$ cat src/rtl/udiv_pkg.sv
`default_nettype none
// +----------------------------------------------------------------------+
// | Module : udiv_pkg                                                    |
// | Brief  : Shared types and helpers for the sequential unsigned        |
// |          restoring divider.                                          |
// | Rev    : 1.0  initial release                                        |
// +----------------------------------------------------------------------+
package udiv_pkg;

    // FSM encoding: only IDLE and RUN, since the result is a held flag.
    typedef enum logic [0:0] {
        ST_IDLE = 1'b0,
        ST_RUN  = 1'b1
    } udiv_state_t;

    // The iteration counter must be able to hold the value WIDTH itself.
    function automatic int unsigned cnt_width(input int unsigned width);
        return $clog2(width + 1);
    endfunction

endpackage : udiv_pkg
`default_nettype wire

$ cat src/rtl/udivider_if.sv
`default_nettype none
// +----------------------------------------------------------------------+
// | Module : udivider_if                                                 |
// | Brief  : Operand / result handshake bundle of the unsigned divider.  |
// |          The master drives start/A/B, the slave (divider) returns    |
// |          Q/R and the status flags.                                   |
// | Rev    : 1.0  initial release                                        |
// +----------------------------------------------------------------------+
interface udivider_if #(
    parameter int WIDTH = 4
);
    logic             start;
    logic [WIDTH-1:0] A;
    logic [WIDTH-1:0] B;
    logic [WIDTH-1:0] Q;
    logic [WIDTH-1:0] R;
    logic             valid_out;
    logic             busy_out;
    logic             dbz_out;

    modport master (
        output start, A, B,
        input  Q, R, valid_out, busy_out, dbz_out
    );

    modport slave (
        input  start, A, B,
        output Q, R, valid_out, busy_out, dbz_out
    );
endinterface : udivider_if
`default_nettype wire

$ cat src/rtl/udiv_step.sv
`default_nettype none
// +----------------------------------------------------------------------+
// | Module : udiv_step                                                   |
// | Brief  : One restoring-division step: shift the next dividend bit    |
// |          into the partial remainder, trial-subtract the divisor and  |
// |          keep the difference only if it did not go negative.         |
// | Rev    : 1.0  initial release                                        |
// +----------------------------------------------------------------------+
module udiv_step #(
    parameter int WIDTH = 4
) (
    input  wire logic [WIDTH:0]   i_rem,
    input  wire logic             i_msb,
    input  wire logic [WIDTH-1:0] i_divisor,
    output logic      [WIDTH:0]   o_rem,
    output logic                  o_qbit
);

    logic [WIDTH:0] w_shift;
    logic [WIDTH:0] w_trial;
    logic           w_unused_top;

    // The stored remainder never exceeds WIDTH bits between steps, so its
    // top bit is shifted out; the extra bit only matters for the trial.
    assign w_unused_top = i_rem[WIDTH];

    assign w_shift = {i_rem[WIDTH-1:0], i_msb};
    assign w_trial = w_shift - {1'b0, i_divisor};

    // Top bit of the WIDTH+1 bit difference acts as the borrow/sign.
    assign o_qbit = ~w_trial[WIDTH];
    assign o_rem  = o_qbit ? w_trial : w_shift;

endmodule : udiv_step
`default_nettype wire

$ cat src/rtl/udivider.sv
`default_nettype none
// +----------------------------------------------------------------------+
// | Module : udivider                                                    |
// | Brief  : Sequential unsigned restoring divider, Q = A / B and        |
// |          R = A % B, one quotient bit per clock MSB first. Shares the |
// |          start/busy/valid handshake of the shift-add multiplier.     |
// | Rev    : 1.0  initial release                                        |
// +----------------------------------------------------------------------+
module udivider
    import udiv_pkg::*;
#(
    parameter int WIDTH = 4
) (
    input  wire logic  clk,
    input  wire logic  rst_n,
    udivider_if.slave  bus
);

    localparam int CW = cnt_width(WIDTH);

    udiv_state_t      r_state;
    udiv_state_t      w_state_next;
    logic [CW-1:0]    r_cnt;
    logic [WIDTH-1:0] r_dividend;
    logic [WIDTH-1:0] r_divisor;
    logic [WIDTH:0]   r_rem;
    logic [WIDTH-1:0] r_quot;
    logic             r_dbz;
    logic [WIDTH-1:0] r_q;
    logic [WIDTH-1:0] r_r;
    logic             r_dbz_out;
    logic             r_valid;
    logic [WIDTH:0]   w_rem_next;
    logic             w_qbit;
    logic             w_iter;
    logic             w_last;

    udiv_step #(
        .WIDTH (WIDTH)
    ) u_step (
        .i_rem     (r_rem),
        .i_msb     (r_dividend[WIDTH-1]),
        .i_divisor (r_divisor),
        .o_rem     (w_rem_next),
        .o_qbit    (w_qbit)
    );

    // State register; reset wins over everything.
    always_ff @(posedge clk) begin
        if (!rst_n) begin
            r_state <= ST_IDLE;
        end else begin
            r_state <= w_state_next;
        end
    end

    // Next-state decode: start always (re)enters RUN, the final step exits.
    always_comb begin
        w_state_next = r_state;
        w_iter       = 1'b0;
        w_last       = 1'b0;
        if (bus.start) begin
            w_state_next = ST_RUN;
        end else if (r_state == ST_RUN) begin
            w_iter = 1'b1;
            if (r_cnt == CW'(1)) begin
                w_last       = 1'b1;
                w_state_next = ST_IDLE;
            end
        end
    end

    // Datapath: operand load, one restoring step per cycle, result capture.
    always_ff @(posedge clk) begin
        if (!rst_n) begin
            r_cnt      <= '0;
            r_dividend <= '0;
            r_divisor  <= '0;
            r_rem      <= '0;
            r_quot     <= '0;
            r_dbz      <= 1'b0;
            r_q        <= '0;
            r_r        <= '0;
            r_dbz_out  <= 1'b0;
            r_valid    <= 1'b0;
        end else if (bus.start) begin
            // Published result stays visible; only the valid flag drops.
            r_cnt      <= CW'(WIDTH);
            r_dividend <= bus.A;
            r_divisor  <= bus.B;
            r_rem      <= '0;
            r_quot     <= '0;
            r_dbz      <= (bus.B == '0);
            r_valid    <= 1'b0;
        end else if (w_iter) begin
            r_cnt      <= r_cnt - CW'(1);
            r_dividend <= {r_dividend[WIDTH-2:0], 1'b0};
            r_rem      <= w_rem_next;
            r_quot     <= {r_quot[WIDTH-2:0], w_qbit};
            if (w_last) begin
                r_q       <= {r_quot[WIDTH-2:0], w_qbit};
                r_r       <= w_rem_next[WIDTH-1:0];
                r_dbz_out <= r_dbz;
                r_valid   <= 1'b1;
            end
        end
    end

    assign bus.Q         = r_q;
    assign bus.R         = r_r;
    assign bus.dbz_out   = r_dbz_out;
    assign bus.valid_out = r_valid;
    assign bus.busy_out  = (r_state == ST_RUN);

endmodule : udivider
`default_nettype wire

$ cat src/flat_wrapper.sv
// flat-port wrapper written by rule: the top's interface ports become plain ports
module udivider_flat import udiv_pkg::*;
#(
    parameter int WIDTH = 4
)
  (clk, rst_n, bus_start, bus_A, bus_B, bus_Q, bus_R, bus_valid_out, bus_busy_out, bus_dbz_out);
  udivider_if #(.WIDTH(WIDTH)) bus_i ();
  input  wire logic clk;
  input  wire logic rst_n;
  input wire logic [$bits(bus_i.start)-1:0] bus_start;
  input wire logic [$bits(bus_i.A)-1:0] bus_A;
  input wire logic [$bits(bus_i.B)-1:0] bus_B;
  output wire logic [$bits(bus_i.Q)-1:0] bus_Q;
  output wire logic [$bits(bus_i.R)-1:0] bus_R;
  output wire logic [$bits(bus_i.valid_out)-1:0] bus_valid_out;
  output wire logic [$bits(bus_i.busy_out)-1:0] bus_busy_out;
  output wire logic [$bits(bus_i.dbz_out)-1:0] bus_dbz_out;
  assign bus_i.start = bus_start;
  assign bus_i.A = bus_A;
  assign bus_i.B = bus_B;
  assign bus_Q = bus_i.Q;
  assign bus_R = bus_i.R;
  assign bus_valid_out = bus_i.valid_out;
  assign bus_busy_out = bus_i.busy_out;
  assign bus_dbz_out = bus_i.dbz_out;
  udivider #(.WIDTH(WIDTH)) u_core (.clk(clk), .rst_n(rst_n), .bus(bus_i));
endmodule
$ cat config.mk
export PLATFORM = sky130hd
export DESIGN_NAME = udivider_flat
export DESIGN_NICKNAME = d
export VERILOG_FILES = /design/src/rtl/udiv_pkg.sv /design/src/rtl/udivider_if.sv /design/src/rtl/udiv_step.sv /design/src/rtl/udivider.sv /design/src/flat_wrapper.sv
export SDC_FILE = /design/constraint.sdc
export NUM_CORES = 1
export LEC_CHECK = 0
export BUFFER_PORTS_ARGS = -buffer_cell sky130_fd_sc_hd__buf_2
export CORE_UTILIZATION = 45
export CTS_CLUSTER_DIAMETER = 50
export CTS_CLUSTER_SIZE = 12
export DETAILED_ROUTE_END_ITERATION = 6
export PLACE_DENSITY_LB_ADDON = 0.2
export SYNTH_ARGS = -nofsm -noshare
export SYNTH_HDL_FRONTEND = slang
export SYNTH_SLANG_ARGS = --single-unit
$ cat constraint.sdc
create_clock -name clk -period 4.6 [get_ports clk]
set_clock_uncertainty 0.15 [all_clocks]
set_input_delay 0.69 -clock clk [delete_from_list [all_inputs] [get_ports clk]]
set_output_delay 0.69 -clock clk [all_outputs]
set_load 0.05 [all_outputs]
==> flow_summary.ini <==
[outcome]
outcome = finished with violations
violations = DRC

[worst_setup_path]
regToRegStartpoint = u_core.bus.busy_out
required_ps = 4690
crit_fanout = 18
start_kind = register
cp-end-kind = register
arrival_ps = 2600
criticalPathCategory = reg2reg
r2r_slack_ps = 2080
reg2reg_to = u_core.bus.R[1]
reg2regPathDepth = 4

[cells_and_area]
nets = 179
design_area_um2 = 1520
area_delta_synth_final_pct = 11.1
drive_above_1_share_pct = 20.0
n_antenna_cell = 0

[global_routing]
grt_pass1_wl_mm = 4.18
grt_max_degree = 24
grt_pass1_vias = 943
antenna_found_initial = 0
grt_overflow_total = 0
grtUsageTotal_pct = 17.0

[logic_synthesis]
ys_warn_count = 0
syn_nets = 159
synth-seq-area-share_pct = 43.8
synthesis.area_um2 = 1370
synthTopCellsByCount = 30 x dfxtp_1, 18 x mux2i_1, 14 x nor2b_1
ys_ff_latch = 30
yosys.area.top_type = dfxtp_1
async_flop_share_pct = 0
syn_avg_cell_area_um2 = 9.72
yosysMostFrequentCell = dfxtp_1
synth_cell_types = 28
synth_area_leaders = dfxtp_1 44%, mux2i_1 13%, nor2b_1 6.4%
syn-instance-count = 141
yosysTopAreaCellShare_pct = 43.8
synth_ff_type = dfxtp_1
synth_edf_count = 0

[timing]
setup_tns_ps = 0
rsz0062_at_grt = no
setup_viol = 0
slew_violations = 0
fin_crit_ps = 2520
timing.final.crit_share_pct = 54.7
hold_viol = 0
slew_headroom_pct = 34.2
tightest_slew_ps = 984
max_freq_ghz = 0.398

[power_and_ir_drop]
swShare_pct = 26.2
power_frac_comb_pct = 14.5
pwr-share-clk_pct = 30.3
p_int_w = 0.000372
switchingPower_w = 0.000132
leakagePower_nw = 0.633
pwr-share-seq_pct = 55.2
cellPowerDensity_nw_per_um2 = 331
peakVddDrop_mv = 0.191

[clocking]
h-tree-depth = 2
cts_setup_buffers = 0
cts_tree = done
root_buffer = clkbuf_4
clkLatencyLatePin_ps = 330
clk_path_buf_depth = 2
cts_resized = 0
cts.clk_slew.worst_paths_ps = 80
cts_sinks = 30
holdBufCountCts = 0
cts_made_buffers = 5

[floorplanning]
die_y_um = 57.2
rows = 19
coreArea_um2 = 2830
die-area_um2 = 3270
floorplan.initialDensity_pct = 48.4
ios = 22
die_w_um = 57.2

[run]
max_cap_viol_count = 0

[drt]
antenna_left = 0
drt-pass1-iter-count = 6
num_vias = 974
totalWireLength_mm = 2.41
drc = 4
vias_per_cell = 5.10
drt_iter0_drc = 15
post_drt_wl_per_cell_um = 12.6

[placement]
gp_congestion = 0.805
portBuffers = 21
placed_area_um2 = 1470
hpwl_mm = 1.74

[min_path]
holdCritPathClass = reg2reg
holdPathEnd = u_core.bus.R[0]
hold-path-cell-count = 2
min-delay-start = u_core.bus.R[0]
through the flow:
step	worst slack [ps]	cells	utilization (%)	total power (W)	hold slack, ps
final	2080	191	53.8	0.000504	332
after global routing	1840	191	53.8	0.000533	354
after CTS	2090	191	53.8	0.000511	335
after detailed placement	2070	185	52.0	0.000358	316
after global placement	2140	185	52.0	0.000356	313
after floorplan	2340	141	-	0.000342	310
power groups by stage:
stage | Combinational, W | Clock, W | Sequential [W]
final | 0.0000731 | 0.000153 | 0.000278
after detailed placement | 0.0000736 | 0 | 0.000284
after global routing | 0.0000827 | 0.000170 | 0.000280
after CTS | 0.0000740 | 0.000159 | 0.000278
after floorplan | 0.0000590 | 0 | 0.000283
after global placement | 0.0000720 | 0 | 0.000284
state kept, by name, summed over array words and instances (netlist names):
| signal | count |
|---|---|
| u_core.bus.Q | 4 |
| u_core.bus.R | 4 |
| u_core.r_dividend | 4 |
| u_core.r_divisor | 4 |
| u_core.r_rem | 4 |
| u_core.r_cnt | 3 |
| u_core.r_quot | 3 |
| u_core.bus.busy_out | 1 |
| u_core.bus.dbz_out | 1 |
| u_core.bus.valid_out | 1 |
| u_core.r_dbz | 1 |
critical path, stage by stage, from the launching register on:
cell,delay (ps)
dfxtp_1,800
nor2b_4,310
nor2b_1,790
nand2_1,160
o22ai_1,210
kinds of logic after synthesis:
family / count (synthesis) / share of synthesized area (%)
xor gates and xnor gates: 5 / 3.75
and+or+nand+nor: 41 / 16.3
DFF: 30 / 43.8
adders and majority gates: 7 / 6.94
muxes: 20 / 14.8
buffers and inverters: 15 / 5.11
AOI/OAI and AO/OA: 23 / 9.22
per-layer routing:
layer  GRT usage, %  up-vias  wire (um)
li1               -      510          -
met1           22.1      436       1220
met2           25.4       22       1020
met3           6.35        6        126
met4           7.32        0         47
met5              0        -          0
cells in the final DEF (no fill, tap or decap), types with 2 or more instances in the layout:
master and count:
a21oi_1 9, nor2_1 9, o21ai_0 9, dfxtp_1 30, nand2b_1 3, nand2_1 8, o22ai_1 2, nor2b_1 14
ha_1 6, and2_1 3, buf_2 21, inv_1 7, mux2_2 2, clkbuf_4 5, xnor2_1 3, mux2i_1 18
worst max-delay path by stage:
stage / from / slack (ps) / cells past startpoint / to
final: u_core.bus.busy_out / 2080 / 4 / u_core.bus.R[1]
after detailed placement: bus_start / 2070 / 5 / u_core.bus.dbz_out
after global routing: u_core.bus.busy_out / 1840 / 4 / u_core.bus.R[0]
after global placement: bus_start / 2140 / 5 / u_core.bus.Q[3]
after CTS: u_core.bus.busy_out / 2090 / 4 / u_core.bus.R[1]
after floorplan: u_core.r_dividend[3] / 2340 / 8 / u_core.bus.R[1]
area by class of cell:
| cell class | count | area [um2] |
|---|---|---|
| Timing Repair Buffer | 21 | 105 |
| Inverter | 7 | 26.3 |
| Multi-Input combinational cell | 96 | 699 |
| Sequential cell | 30 | 601 |
| Clock buffer | 6 | 51.3 |
| Fill cell | 263 | 1310 |
| Tap cell | 31 | 38.8 |
No activity file was read; power rests on OpenSTA's default activity.
